==> config.mk <==
export PLATFORM = sky130hd
export DESIGN_NAME = bit_column_scheduler
export DESIGN_NICKNAME = d
export VERILOG_FILES = /design/src/rtl/bit_column_scheduler.sv
export SDC_FILE = /design/constraint.sdc
export NUM_CORES = 1
export LEC_CHECK = 0
export BUFFER_PORTS_ARGS = -buffer_cell sky130_fd_sc_hd__buf_2
export CAP_MARGIN = 20
export CORE_UTILIZATION = 54
export DETAILED_ROUTE_END_ITERATION = 10
export GPL_TIMING_DRIVEN = 1
export PLACE_DENSITY = 0.92
export SYNTH_ARGS = -nofsm -noshare
export SYNTH_HDL_FRONTEND = slang
export SYNTH_SLANG_ARGS = --single-unit
==> constraint.sdc <==
create_clock -name clk -period 8.3 [get_ports clk]
set_input_delay 0 -clock clk [delete_from_list [all_inputs] [get_ports clk]]
set_output_delay 0 -clock clk [all_outputs]
set_load 0.03 [all_outputs]
==> src/rtl/bit_column_scheduler.sv <==
// bit_column_scheduler: takes one tile of 16 signed weights and 16 signed
// activations and walks the weight bit-columns from MSB to LSB, one beat per
// column. Each beat carries the lane-select mux offsets, slot valid flags,
// per-group activation sums and the column control for the bit-column MAC.
// Optional build macro: SKIP_EMPTY_COL_EN. When it is defined, columns whose
// 16 weight bits are all zero emit no beat.
module bit_column_scheduler #(
    parameter int DATA_WIDTH    = 8,
    parameter int VEC_LENGTH    = 16,
    parameter int SUM_ACT_WIDTH = $clog2(VEC_LENGTH) + DATA_WIDTH - 1
) (
    input  logic                                      clk,
    input  logic                                      reset,
    input  logic                                      in_valid,
    output logic                                      in_ready,
    input  logic [VEC_LENGTH-1:0][DATA_WIDTH-1:0]     weight,
    input  logic [VEC_LENGTH-1:0][DATA_WIDTH-1:0]     act,
    output logic                                      out_valid,
    input  logic                                      out_ready,
    output logic [VEC_LENGTH-1:0][DATA_WIDTH-1:0]     act_out,
    output logic [VEC_LENGTH/2-1:0][2:0]              act_sel,
    output logic [VEC_LENGTH/2-1:0]                   act_val,
    output logic [1:0][SUM_ACT_WIDTH-1:0]             sum_act,
    output logic [1:0]                                is_skip_zero,
    output logic [2:0]                                column_idx,
    output logic                                      is_msb,
    output logic                                      load_accum,
    output logic                                      last_col
);

    localparam int GROUP = VEC_LENGTH / 2;   // lanes per group
    localparam int SLOTS = GROUP / 2;        // minority set never exceeds half a group
    localparam int COL_W = 3;

    typedef enum logic {IDLE, RUN} state_t;

    typedef struct packed {
        logic [SLOTS-1:0][2:0] sel;
        logic [SLOTS-1:0]      val;
        logic                  skip;
    } grp_sched_t;

    // Greedy slot packing of the minority lanes of one group for one column.
    function automatic grp_sched_t schedule_group(input logic [GROUP-1:0] bits);
        grp_sched_t       r;
        logic [3:0]       n1;
        logic [GROUP-1:0] minority;
        logic             placed;
        r  = '0;
        n1 = '0;
        for (int i = 0; i < GROUP; i++) n1 = n1 + 4'(bits[i]);
        r.skip   = (n1 <= 4'd4);
        minority = r.skip ? bits : ~bits;
        for (int p = 0; p < GROUP; p++) begin
            placed = 1'b0;
            if (minority[p]) begin
                for (int k = 0; k < SLOTS; k++) begin
                    if (!placed && !r.val[k] && (k + 4 >= p) && (k <= p)) begin
                        r.val[k] = 1'b1;
                        r.sel[k] = 3'(p - k);
                        placed   = 1'b1;
                    end
                end
            end
        end
        return r;
    endfunction

    // Columns that produce a beat: non-empty ones when skipping, else all.
    function automatic logic [DATA_WIDTH-1:0] col_mask(
        input logic [VEC_LENGTH-1:0][DATA_WIDTH-1:0] w);
        logic [DATA_WIDTH-1:0] m;
`ifdef SKIP_EMPTY_COL_EN
        m = '0;
        for (int i = 0; i < VEC_LENGTH; i++) m = m | w[i];
`else
        m = w[0] | ~w[0];
`endif
        return m;
    endfunction

    // Highest column in m strictly below limit, as {found, index}.
    function automatic logic [COL_W:0] highest_below(input logic [DATA_WIDTH-1:0] m,
                                                     input logic [COL_W:0]      limit);
        logic [COL_W:0] r;
        r = '0;
        for (int i = 0; i < DATA_WIDTH; i++)
            if (m[i] && (i < int'(limit))) r = {1'b1, COL_W'(i)};
        return r;
    endfunction

    state_t                                  state;
    logic [VEC_LENGTH-1:0][DATA_WIDTH-1:0]   weight_q;
    logic                                    accept;
    logic                                    fire;
    logic                                    beat_en;

    logic [1:0][SUM_ACT_WIDTH-1:0]           sum_in;
    logic [VEC_LENGTH-1:0][DATA_WIDTH-1:0]   tgt_w;
    logic [DATA_WIDTH-1:0]                   tgt_mask;
    logic [COL_W-1:0]                        tgt_col;
    logic [COL_W:0]                          first_hit;
    logic [COL_W:0]                          next_hit;
    logic [COL_W:0]                          below_hit;
    logic                                    tgt_last;
    logic [VEC_LENGTH/2-1:0][2:0]            tgt_sel;
    logic [VEC_LENGTH/2-1:0]                 tgt_val;
    logic [1:0]                              tgt_skip;
    logic [GROUP-1:0]                        grp_bits;
    grp_sched_t                              gs;

    assign fire     = out_valid && out_ready;
    assign in_ready = (state == IDLE) || (fire && last_col);
    assign accept   = in_valid && in_ready;
    assign beat_en  = accept || (fire && !last_col);

    // Per-group signed activation sums of the offered tile.
    always_comb begin
        // NOTE: every always_comb output gets a default first so no path can infer a latch.
        sum_in = '0;
        for (int g = 0; g < 2; g++)
            for (int i = 0; i < GROUP; i++)
                sum_in[g] = sum_in[g] + SUM_ACT_WIDTH'($signed(act[GROUP*g+i]));
    end

    // Select the next beat's column and build its slot schedule.
    always_comb begin
        first_hit = highest_below(col_mask(weight), (COL_W+1)'(DATA_WIDTH));
        next_hit  = highest_below(col_mask(weight_q), {1'b0, column_idx});
        if (accept) begin
            tgt_w    = weight;
            tgt_mask = col_mask(weight);
            tgt_col  = first_hit[COL_W] ? first_hit[COL_W-1:0] : '0;
        end else begin
            tgt_w    = weight_q;
            tgt_mask = col_mask(weight_q);
            tgt_col  = next_hit[COL_W-1:0];
        end
        below_hit = highest_below(tgt_mask, {1'b0, tgt_col});
        tgt_last  = !below_hit[COL_W];
        tgt_sel   = '0;
        tgt_val   = '0;
        tgt_skip  = '0;
        grp_bits  = '0;
        gs        = '0;
        for (int g = 0; g < 2; g++) begin
            for (int i = 0; i < GROUP; i++) grp_bits[i] = tgt_w[GROUP*g+i][tgt_col];
            gs          = schedule_group(grp_bits);
            tgt_skip[g] = gs.skip;
            for (int k = 0; k < SLOTS; k++) begin
                tgt_sel[SLOTS*g+k] = gs.sel[k];
                tgt_val[SLOTS*g+k] = gs.val[k];
            end
        end
    end

    // Tile FSM: accept a tile, run its beats, chain or return to idle.
    always_ff @(posedge clk or negedge reset) begin
        if (!reset) begin
            // NOTE: sequential state uses non-blocking assignments so all registers update together.
            state     <= IDLE;
            out_valid <= 1'b0;
            weight_q  <= '0;
            act_out   <= '0;
            sum_act   <= '0;
        end else if (accept) begin
            state     <= RUN;
            out_valid <= 1'b1;
            weight_q  <= weight;
            act_out   <= act;
            sum_act   <= sum_in;
        end else if (fire && last_col) begin
            state     <= IDLE;
            out_valid <= 1'b0;
        end
    end

    // Per-beat outputs: load on acceptance or on a non-final handshake.
    always_ff @(posedge clk or negedge reset) begin
        if (!reset) begin
            act_sel      <= '0;
            act_val      <= '0;
            is_skip_zero <= '0;
            column_idx   <= '0;
            is_msb       <= 1'b0;
            load_accum   <= 1'b0;
            last_col     <= 1'b0;
        end else if (beat_en) begin
            act_sel      <= tgt_sel;
            act_val      <= tgt_val;
            is_skip_zero <= tgt_skip;
            column_idx   <= tgt_col;
            is_msb       <= (tgt_col == 3'd7);
            load_accum   <= accept;
            last_col     <= tgt_last;
        end
    end

endmodule

==> results.md, run 1 <==
- Status: complete, no violations
- Die Width: 181 um
- Fin crit share: 0.919
- WL final: around 68000 um
- Post-synth EDFFs: 0
- Metal2 WL: between 30000 and 40000 um
- Final instance area: between 20000 and 25000 um2
- Worst-Skew Late Latency: 0.51 ns
- Most common cell after layout, fill and taps aside: nand2_1
- Syn-to-layout area delta: 35.5%
- Fillers: 1887
- DR vias: between 15000 and 20000
- Wire per inst: 22.9 um
- Slew Limit Fails: 0
- Max Cap Viol: 0
- Crit path arrival time: 8.03 ns
- Synth Net Count: between 2000 and 2500
- Slew @ Worst Pin: 1.03 ns
- First-pass GRT wire length: 104000 um
- Root Buffer: clkbuf_16
- Syn Inst Count: 1885
- Setup Slack @ Placement: 0.855 ns
- Via/cell ratio: 5.95
- Worst setup margin: 0.675 ns
- Row Count: 65
- Drc violations: 0
- # Post-CTS Setup Buffers: 0
- # port buffers: 451
- Max-slew headroom: 0.313
- Num CTS Buffers: 35
- M1 WL: 22600 um
- Register area share after synthesis: 0.442
- Synth warnings: 0
- GPL Wtd Cong: a little under 1
- RSZ-0062 raised after global routing: false
- Die Ht: around 180 um
- Worst min path class: in2reg
- DRT iter0 DRCs: 1571
- Layout cells sized above 1: 0.226
- Setup Viol. Count Final: 0
- Fin nets: 2947
- Worst EP required: 8.70 ns
- Detailed Routing Iterations Pass 1: 7
- Area of the multi-input gates: 8690 um2
- Worst setup path category: reg2reg
- FFs w/ async S/R, synth: 1.00
- Initial antenna violation count: 8
- CP Launch Type: register
- Ports: 452
- Final Hold Vio Count: 0
- Dominant synthesized flop cell: dfrtp_1
- Initial Util: 0.549
- Final cell count without fillers: approximately 3000
- Htree depth: 2
- Reg clk slew, reported paths: 0.06 ns
- Fin Setup TNS: 0 ns
- Die Footprint: roughly 33000 um2
- Clock sinks: 307
- Slowest cell delay on critical path: between 0.7 and 0.8 ns
- CP Capture Type: register
- Placed Cells: 2662
- FF+latch count, synth: 307
- Worst path slowest cell: dfrtp_2
- Reg area: 7680 um2
- Cell Area, Synth: 17400 um2
- DP Area: 19900 um2
- Number of global-route vias before repair: around 19000
- Most frequent CP cell: fa_1
- Worst-path fanout max: 24
- Clk_skew: 0.0145 ns
- Synth Area per Inst: 9.22 um2
- Grt total ovfl: 0
- Post-route ant nets: 0
- Max clock buf depth: 3
- Fmax: 131 MHz
- Met3 Wirelength: 7170 um
- Most frequent cells in the layout: nand2_1 (715), buf_2 (450), dfrtp_1 (306), dlygate4sd3_1 (246), inv_1 (158)
- Fin crit period: about 7.6 ns
- Largest net degree at the start of global routing: 123
- GR Util All Layers: 0.414
- Post-DP HPWL: a little over 40000 um
- CTS tree: yes
- Highest metal used: met4
- Core ar.: approximately 32000 um2
- Crit-path cells: buf_4 -> nand2b_1 -> a2bb2oi_1 -> o211ai_1 -> nand2_1 -> inv_2 -> fa_1 -> fa_1 -> inv_1 -> fa_1 -> ha_1 -> inv_1 -> fa_1 -> nor2b_1 -> o22a_1 -> xnor2_1 -> inv_1 -> ha_1 -> a2bb2oi_1 -> a21oi_1 -> maj3_2 -> o32ai_2 -> a22o_1
- Yosys cell types: 91
-- critical path: cells and delay by family, from the launching register on --
| family | cells | cell delay, ns |
|---|---|---|
| buffers and inverters | 5 | 0.75 |
| AND/OR/NAND/NOR | 3 | 0.68 |
| adder cells (fa/ha/maj) | 7 | 2.87 |
| AO/OA/AOI/OAI | 7 | 2.23 |
| XOR/XNOR | 1 | 0.24 |
| flip-flops | 1 | 0.71 |
-- routing by layer --
layer | track usage | up-vias
met5 | 0 | -
met4 | 0.355 | 0
met3 | 0.124 | 502
met2 | 0.677 | 1459
met1 | 0.439 | 8438
li1 | - | 7339
-- registers in the layout, summed over array words and instances (netlist names) --
register and cells:
state 1, sum_act 22, act_out 128, last_col 1, load_accum 1, column_idx 3
is_skip_zero 2, act_sel 24, weight_q 116, act_val 8, is_msb 1
-- worst paths after layout --
check	from	end	slack, ns	cells past startpoint
setup / recovery	column_idx[0]$_DFFE_PN0P_	act_sel[11]$_DFFE_PN0P_	0.68	23
hold / removal	in_valid	state$_DFFE_PN0P_	0.09	3
setup reg to reg	column_idx[0]$_DFFE_PN0P_	act_sel[11]$_DFFE_PN0P_	0.68	23
hold reg to reg	weight_q[25]$_DFF_PN0_	weight_q[25]$_DFF_PN0_	0.47	2
max in group asynchronous	reset	act_out[93]$_DFFE_PN0N_	6.04	4
min in group asynchronous	reset	act_sel[22]$_DFFE_PN0P_	0.15	2
-- cells in the mapped netlist, drive strengths merged, types with 15 or more instances --
| cell | n | share of area |
|---|---|---|
| mux2i | 29 | 0.017 |
| fa | 110 | 0.13 |
| clkbuf | 66 | 0.014 |
| nor2 | 41 | 0.0093 |
| mux2 | 22 | 0.014 |
| o21ai | 84 | 0.025 |
| dfrtp | 307 | 0.44 |
| xnor2 | 32 | 0.016 |
| nand2 | 717 | 0.16 |
| buf | 27 | 0.0096 |
| ha | 34 | 0.024 |
| a21oi | 39 | 0.012 |
| a21o | 15 | 0.0065 |
| inv | 162 | 0.035 |
-- cell type report --
type | count | share of cell area
sequential | 307 | 0.326
multi-input combinational | 1322 | 0.369
clock inverter | 11 | 0.00468
antenna | 9 | 0.000957
timing repair buffer | 714 | 0.206
tap | 402 | 0.0214
clock buffer | 51 | 0.0454
inverter | 163 | 0.0260
-- through the flow --
stage,utilization,hold slack (ns)
finish,0.744,0.0888
global route,0.744,0.121
CTS,0.744,0.0676
detailed placement,0.628,0.150
global placement,0.628,0.126
floorplan,-,-0.296
-- cells by family after synthesis --
kind of cell	count (synthesis)	share of synthesized area
AOI/OAI and AO/OA	259	0.104
xor gates and xnor gates	40	0.0202
adders and majority gates	147	0.153
buffers and inverters	256	0.0591
DFF	307	0.442
muxes	52	0.0325
and+or+nand+nor	824	0.189
-- what timing repair did --
action | in CTS | in global routing
hold buffers | 246 | 0
endpoints found under the hold margin | 366 | 0
gates resized for setup | 0 | 0
Power of run 1 is not shown: default switching activity piles up to over one toggle a cycle in this logic, so the estimate is an artifact.
==> run 2, diff against run 1 <==
--- a/config.mk
+++ b/config.mk
@@ -7,6 +7,7 @@
 export LEC_CHECK = 0
 export BUFFER_PORTS_ARGS = -buffer_cell sky130_fd_sc_hd__buf_2
 export CAP_MARGIN = 20
+export CORE_ASPECT_RATIO = 1.1
 export CORE_UTILIZATION = 54
 export DETAILED_ROUTE_END_ITERATION = 10
 export GPL_TIMING_DRIVEN = 1
==> run 2 against run 1 <==
Critical endpoint is now act_sel[23]$_DFFE_PN0P_. Maximum frequency shrank 1.6%. Global-route usage grew 1.3 points. Highest routed layer is now met5. Register-to-register slack lost 0.12 ns. Utilization grew 0.43 points. Flip-flop and latch count is the same. Wire length grew 1.8%. Via count shrank 0.91%.
==> results.md, run 2 (synthesis gave the netlist of run 1 again) <==
- Clk_skew: 0.0285 ns (+0.0140 ns)
- Max Cap Viol: 0 (unchanged)
- Clock sinks: 307 (unchanged)
- Grt total ovfl: 0 (unchanged)
- Fillers: 1855 (-1.7%)
- Worst-Skew Late Latency: 0.55 ns (+0.04 ns)
- Fmax: 129 MHz (-1.6%)
- First-pass GRT wire length: 107000 um (+2.9%)
- Drc violations: 0 (unchanged)
- Worst min path class: in2reg
- Syn-to-layout area delta: 35.6% (about the same)
- Fin crit share: 0.933 (+0.0146)
- Post-route ant nets: 0 (unchanged)
- Slew @ Worst Pin: 1.01 ns (-0.0177 ns)
- CP Capture Type: register
- Post-DP HPWL: 42100 um (+4.6%)
- Detailed Routing Iterations Pass 1: 6 (-1)
- Row Count: 68 (+4.6%)
- Worst EP required: 8.69 ns (about the same)
- # port buffers: 451 (unchanged)
- Max-slew headroom: 0.325 (+0.0118)
- DRT iter0 DRCs: 2025 (+29%)
- Core ar.: 31500 um2 (-0.49%)
- Final Hold Vio Count: 0 (unchanged)
- Num CTS Buffers: 35 (unchanged)
- Fin Setup TNS: 0 ns (unchanged)
- Worst-path fanout max: 25 (+4.2%)
- Most frequent cells in the layout: nand2_1 (715), buf_2 (450), dfrtp_1 (306), dlygate4sd3_1 (246), inv_1 (158)
- Number of flip-flops in the largest register: 128 (unchanged)
- WL final: 69500 um (+1.8%)
- Die Width: 173 um (-4.6%)
- # Post-CTS Setup Buffers: 0 (unchanged)
- CTS tree: yes
- Slew Limit Fails: 0 (unchanged)
- Worst setup path category: reg2reg
- CP Launch Type: register
- GR Util All Layers: 0.427 (+0.0130)
- GPL Wtd Cong: 0.961 (-1.4%)
- Root Buffer: clkbuf_16
- Initial antenna violation count: 6 (-2)
- Ports: 452 (unchanged)
- Top flop regs: act_out (128), weight_q (116), act_sel (24)
- Layout cells sized above 1: 0.226 (unchanged)
- Die Ht: 190 um (+4.8%)
- DR vias: 17600 (-0.91%)
- Wire per inst: 23.2 um (+1.3%)
- Crit path arrival time: 8.13 ns (+0.10 ns)
- Status: complete, no violations
- Number of global-route vias before repair: 18900 (-0.026%)
- Die Footprint: 32900 um2 (about the same)
- Fin crit period: 7.75 ns (+0.121 ns)
- Fin nets: 2947 (unchanged)
- Max clock buf depth: 3 (unchanged)
- Largest Register: act_out
- Largest net degree at the start of global routing: 90 (-27%)
- Htree depth: 2 (unchanged)
- RSZ-0062 raised after global routing: false
- Via/cell ratio: 5.87 (-1.4%)
- Reg clk slew, reported paths: 0.06 ns (about the same)
- Setup Viol. Count Final: 0 (unchanged)
- Most common cell after layout, fill and taps aside: nand2_1
- Initial Util: 0.552 (+0.00273)
## run 2: cell count changes in the layout (fill, tap and decap cells not counted), moves of 2 or more
| cell | before | now |
|---|---|---|
| clkbuf_8 | 9 | 6 |
| inv_6 | 0 | 2 |
| clkinv_4 | 0 | 2 |
| diode_2 | 9 | 6 |
## run 2: metrics by stage
step / hold WS (ns) / area (um2) / instances / setup slack (ns) / utilization
2_1_floorplan: -0.296 / 17400 / 1885 / 1.45 / -
5_1_grt: 0.0671 / 23600 / 2993 / 0.0911 / 0.748
3_3_place_gp: 0.0337 / 19900 / 2680 / 0.989 / 0.632
3_5_place_dp: 0.0394 / 19900 / 2680 / 0.687 / 0.632
4_1_cts: 0.0288 / 23500 / 2988 / 0.622 / 0.748
6_report: 0.0376 / 23600 / 2994 / 0.554 / 0.748
## run 2: layer usage
metal  global-route usage  vias up  share of wire
li1                     -     7345              -
met1                0.464     8378           0.33
met2                0.707     1403           0.48
met3                0.115      448           0.11
met4                0.346        2          0.089
met5                    0        -        0.00019
## run 2: what timing repair did
item,in CTS,in global routing
resized for setup,0,0
hold buffers,246,0
hold endpoints to repair,329,0
## run 2: area by class of cell
class	count	area, um2	share of cell area
antenna	6	15.0	0.000637
multi-input combinational	1322	8690	0.369
tap	420	526	0.0223
inverter	163	612	0.0260
sequential	307	7680	0.326
clock inverter	15	179	0.00759
clock buffer	47	1000	0.0425
timing repair buffer	714	4860	0.206
## run 2: critical path, cell delays in order, from the launching register on
cell and delay (ns):
dfrtp_1 0.92, nor3b_2 0.48, a221oi_4 0.05, buf_4 0.21, mux2_1 0.33, o21ai_2 0.24, inv_1 0.17, fa_1 0.55
inv_1 0.05, fa_1 0.49, fa_1 0.56, ha_1 0.17, inv_1 0.06, fa_1 0.48, nor2b_1 0.20, o22a_1 0.45
xnor2_1 0.24, inv_1 0.08, ha_1 0.32, nor3_2 0.31, nor4_1 0.10, a211o_1 0.44, maj3_2 0.34, a32oi_1 0.26
o31ai_1 0.10
## run 2: path summary, 6_finish.rpt
check / startpoint / to / slack (ns) / cells past startpoint
max: column_idx[2]$_DFFE_PN0P_ / act_sel[23]$_DFFE_PN0P_ / 0.55 / 24
min: in_valid / state$_DFFE_PN0P_ / 0.04 / 3
max reg2reg: column_idx[2]$_DFFE_PN0P_ / act_sel[23]$_DFFE_PN0P_ / 0.55 / 24
min reg2reg: weight_q[37]$_DFF_PN0_ / weight_q[37]$_DFF_PN0_ / 0.47 / 2
max in group asynchronous: reset / column_idx[0]$_DFFE_PN0P_ / 6.70 / 3
min in group asynchronous: reset / act_out[43]$_DFFE_PN0N_ / 0.06 / 2
Power of run 2 is left out for the same reason.
